**config.mk**
```make
export PLATFORM = sky130hd
export DESIGN_NAME = up_sample
export DESIGN_NICKNAME = d
export VERILOG_FILES = /design/src/rtl/up_sample.sv
export SDC_FILE = /design/constraint.sdc
export NUM_CORES = 1
export LEC_CHECK = 0
export CAP_MARGIN = 20
export CORE_ASPECT_RATIO = 1.5
export CORE_MARGIN = 2
export CORE_UTILIZATION = 40
export CTS_BUF_LIST = sky130_fd_sc_hd__clkbuf_4 sky130_fd_sc_hd__clkbuf_8
export CTS_CLUSTER_DIAMETER = 150
export DETAILED_ROUTE_END_ITERATION = 8
export HOLD_SLACK_MARGIN = 0.02
export PLACE_DENSITY = 0.65
export SYNTH_ARGS = -nofsm -noshare
export SYNTH_HDL_FRONTEND = slang
export SYNTH_SLANG_ARGS = --single-unit
```
**constraint.sdc**
```tcl
create_clock -name i_clk -period 3.5 [get_ports i_clk]
set_input_delay 0.525 -clock i_clk [delete_from_list [all_inputs] [get_ports i_clk]]
set_output_delay 0.525 -clock i_clk [all_outputs]
set_load 0.05 [all_outputs]
```
**src/rtl/up_sample.sv**
```systemverilog
// Integer-factor up-sampler: one input becomes 1/2/4/8 output samples, which are
// zero-stuffed or held. Define UP_SAMPLE_INTERP_EN to build linear interpolation.
module up_sample #(
  parameter int data_width = 16
) (
  input  logic                  i_clk,
  input  logic                  i_rst,
  input  logic [data_width-1:0] i_data,
  input  logic                  i_valid,
  output logic                  o_ready,
  input  logic [1:0]            i_factor,
  input  logic [1:0]            i_mode,
  output logic [data_width-1:0] o_data,
  output logic                  o_valid
);

  localparam logic [0:0] IDLE = 1'b0;
  localparam logic [0:0] RUN  = 1'b1;

  logic [0:0]            state_reg;
  logic [2:0]            phase_reg;
  logic [1:0]            l_reg;      // log2 of the latched factor
  logic [1:0]            mode_reg;
  logic [data_width-1:0] cur_reg;
  logic [data_width-1:0] data_reg;
  logic                  valid_reg;

  logic [2:0]            last_phase;
  logic                  accept;
  logic [data_width-1:0] sel_cur;
  logic [1:0]            sel_mode;
  logic [2:0]            sel_phase;
  logic [data_width-1:0] data_next;

  always_comb begin
    last_phase = 3'd0;
    case (l_reg)
      2'd0: last_phase = 3'd0;
      2'd1: last_phase = 3'd1;
      2'd2: last_phase = 3'd3;
      default: last_phase = 3'd7;
    endcase
  end

  assign o_ready = (state_reg == IDLE) || (phase_reg == last_phase);
  assign accept  = i_valid && o_ready;

  // The output register is loaded with the value of the phase about to be shown,
  // so on an accept the fresh sample and settings are used directly.
  assign sel_cur   = accept ? i_data : cur_reg;
  assign sel_mode  = accept ? i_mode : mode_reg;
  assign sel_phase = accept ? 3'd0 : phase_reg + 3'd1;

`ifdef UP_SAMPLE_INTERP_EN
  logic [data_width-1:0]        prev_reg;
  logic [data_width-1:0]        sel_prev;
  logic [1:0]                   sel_l;
  logic signed [data_width:0]   diff;
  logic signed [data_width+3:0] diff_ext;
  logic signed [data_width+3:0] mult;
  logic signed [data_width+3:0] prod;
  logic signed [data_width+3:0] prev_ext;
  logic [3:0]                   k_plus;
  logic [data_width-1:0]        interp_val;

  assign sel_prev = accept ? cur_reg : prev_reg;
  assign sel_l    = accept ? i_factor : l_reg;
  assign k_plus   = {1'b0, sel_phase} + 4'd1;
  assign diff     = $signed({sel_cur[data_width-1], sel_cur}) - $signed({sel_prev[data_width-1], sel_prev});
  assign diff_ext = {{3{diff[data_width]}}, diff};
  assign mult     = $signed({{data_width{1'b0}}, k_plus});
  assign prod     = diff_ext * mult;
  assign prev_ext = $signed({{4{sel_prev[data_width-1]}}, sel_prev});
  // Result lies between prev and cur, so truncation back to data_width is exact.
  assign interp_val = data_width'(prev_ext + (prod >>> sel_l));

  always_ff @(posedge i_clk) begin
    if (i_rst) begin
      prev_reg <= '0;
    end else if (accept) begin
      prev_reg <= cur_reg;
    end
  end
`endif

  always_comb begin
    data_next = sel_cur;
    case (sel_mode)
      2'b00: data_next = (sel_phase == 3'd0) ? sel_cur : '0;
`ifdef UP_SAMPLE_INTERP_EN
      2'b10: data_next = interp_val;
`endif
      default: data_next = sel_cur;
    endcase
  end

  always_ff @(posedge i_clk) begin
    if (i_rst) begin
      state_reg <= IDLE;
      phase_reg <= 3'd0;
      l_reg     <= 2'd0;
      mode_reg  <= 2'd0;
      cur_reg   <= '0;
      data_reg  <= '0;
      valid_reg <= 1'b0;
    end else if (accept) begin
      state_reg <= RUN;
      phase_reg <= 3'd0;
      l_reg     <= i_factor;
      mode_reg  <= i_mode;
      cur_reg   <= i_data;
      data_reg  <= data_next;
      valid_reg <= 1'b1;
    end else if (state_reg == RUN) begin
      if (phase_reg == last_phase) begin
        state_reg <= IDLE;
        phase_reg <= 3'd0;
        valid_reg <= 1'b0;
      end else begin
        phase_reg <= sel_phase;
        data_reg  <= data_next;
      end
    end
  end

  assign o_data  = data_reg;
  assign o_valid = valid_reg;

endmodule

```
==> flow_summary_export.csv <==
group,metric,value,unit
floorplan,rows,31,
sta,rsz0062_at_grt,"false",
final_layout,finish.instance_area,2550,sq um
clocking,clock-sinks,41,
sta,hold_viol_final,0,
final_layout,fill_cells,467,
yosys,synth_fp_nets,240,
worst_setup_path,arrival,2.05,ns
sta,fin_crit_sh,73.6,%
place,portBuffers,40,
final_layout,final_cell_mix,"dfxtp_1, clkdlybuf4s50_1, nand2_1",
sta,fmax,388,MHz
detailed_routing,wl_per_cell,14.0,um
yosys,synthCells,216,
sta,finalSetupTns,0,ns
worst_setup_path,crit_chain,"nor3_4, a32oi_4, nand2_1, clkdlybuf4s50_1",
worst_setup_path,crit_fanout,6,
floorplan,die_x,61.9,um
detailed_routing,route.detailed.drc,0,
floorplan,initial_core_util,41.5,%
floorplan,die_y,90.9,um
sta,slew_headroom,54.7,%
power_and_ir_drop,power.total,1.14,mW
place,placed_cell_area,2440,sq um
floorplan,ios,41,
detailed_routing,first_pass_iters,4,
yosys,seq_area_frac_synth,40.8,%
detailed_routing,ant_nets,0,
place,dp_hpwl,2.82,mm
hold_path,worstHoldStart,"mode_reg[1]$_SDFF_PP0_",
flow_run,drv_cap,0,
sta,finalClockSkew,0.00821,ns
power_and_ir_drop,leakage,0.956,nW
clocking,clk_pin_slew,0.08,ns
clocking,cts_tree,"done",
yosys,ys_warn_count,0,
sta,fin_crit,2.58,ns
global_routing,grt_max_degree,40,
worst_setup_path,reg2reg_from,"phase_reg[2]$_SDFFE_PP0P_",
detailed_routing,routed_wirelength,4.47,mm
global_routing,grt_pass1_vias,1654,
worst_setup_path,slowest_stage,"clkdlybuf4s50_1",
clocking,root_buffer,"clkbuf_8",
run_status,status,"complete, no violations",
clocking,cts_buffers,5,
worst_setup_path,slowest_delay,0.80,ns
yosys,synth_cell_type_count,33,
detailed_routing,vias_per_cell,5.26,
clocking,clock_latency,0.29,ns
clocking,cts_resized,0,
sta,worst_slew_pin_slew,0.679,ns
floorplan,die_area,5630,sq um
power_and_ir_drop,power_density,445,nW/um^2
final_layout,syn2layout_area_growth,26.7,%
yosys,yosys.area.top_type,"dfxtp_1",
worst_setup_path,cp-start-kind,"flop",
hold_path,hold_path_class,"flop to flop",
worst_setup_path,crit_start,"phase_reg[2]$_SDFFE_PP0P_",
clocking,postCtsSetupBuffers,0,
worst_setup_path,end_kind,"primary output",
floorplan,core_area,4850,sq um
global_routing,grt_pass1_wl,7.60,mm
final_layout,nNetsFinal,275,
global_routing,grt_antenna_before_repair,0,
final_layout,diodes,0,
clocking,htree_num_levels,2,
yosys,synth_top_area_share,40.8,%
detailed_routing,drt_iter0_markers,36,
detailed_routing,dr_total_vias,1674,
sta,fin_hold_ws,0.459,ns
yosys,syn_area_per_cell,9.32,sq um
global_routing,grt_remaining_overflow,0,
worst_setup_path,required,2.97,ns
yosys,netlist_area,2010,sq um
sta,finalSetupViolCount,0,
worst_setup_path,critPathKind,"flop to primary output",
yosys,ys_ff_latch,41,
final_layout,layout-drive-gt1-share,14.3,%
sta,slew_violations,0,
clocking,cts_hold_buf,0,
final_layout,final_common_cell,"dfxtp_1",
yosys,synthTopCellsByArea,"dfxtp_1, mux2i_1, mux2_2",
place,place_congestion,0.767,
power_and_ir_drop,vdd_ir_drop_max,212,uV
global_routing,grt_use_total,17.6,%
clocking,ctsLongestPathBuffers,2,
[per-layer routing]
layer | vias to the layer above | track usage (%) | wire [um]
met3 | 4 | 3.44 | 183
met1 | 799 | 22.4 | 1940
met5 | - | 0 | 0
li1 | 835 | - | -
met2 | 36 | 28.6 | 2280
met4 | 0 | 6.38 | 57
[worst max-delay path: cells and delay by family, from the launching register on]
family | cells | cell delay [ns]
flip-flops | 1 | 0.40
AND/OR/NAND/NOR | 2 | 0.42
buffers and inverters | 1 | 0.80
AO/OA/AOI/OAI | 1 | 0.14
[area by class of cell]
cell class,instances,area [sq um],area share (%)
Multi-Input combinational cell,155,1080,42.3
Tap cell,66,82.6,3.24
Timing Repair Buffer,46,445,17.5
Sequential cell,41,821,32.2
Clock buffer,5,68.8,2.70
Clock inverter,3,46.3,1.81
Inverter,2,7.51,0.294
[metrics by stage]
step	setup slack, ns	utilization (%)	cells
after floorplan	1.49	-	216
after global placement	1.16	50.2	310
after detailed placement	1.10	50.2	310
after CTS	0.913	52.6	318
after global routing	0.826	52.6	318
final	0.923	52.6	318
[cells by family after synthesis]
kind of cell | share of synthesized area [%]
DFF | 40.8
and+or+nand+nor | 19.3
AOI/OAI and AO/OA | 14.0
adders and majority gates | 0.621
xor gates and xnor gates | 0.870
muxes | 18.9
buffers and inverters | 5.59
[power breakdown]
part | internal (mW) | switching (mW)
clock network | 0.213 | 0.170
logic | 0.102 | 0.133
registers | 0.499 | 0.0194
total | 0.815 | 0.322
[cell usage after synthesis (all sizes together)]
cell type / n
nor2: 6
mux2i: 20
buf: 11
a32o: 1
o31ai: 1
o221a: 1
mux2: 16
nand2: 25
a32oi: 1
a21bo: 1
a21oi: 18
xnor2: 1
o21ai: 16
nand4b: 2
nand2b: 19
a31oi: 2
inv: 2
a41oi: 1
nor3b: 1
and3: 1
nor3: 2
dfxtp: 41
a21boi: 2
clkbuf: 7
ha: 1
nand4: 16
xor2: 1
[final timing paths]
kind | to | slack [ns] | cells after the start
min | mode_reg[1]$_SDFF_PP0_ | 0.46 | 2
min reg2reg | mode_reg[1]$_SDFF_PP0_ | 0.46 | 2
max | o_ready | 0.92 | 4
max reg2reg | cur_reg[11]$_SDFF_PP0_ | 1.33 | 6
Note: power is estimated with default switching activity, not from simulation.
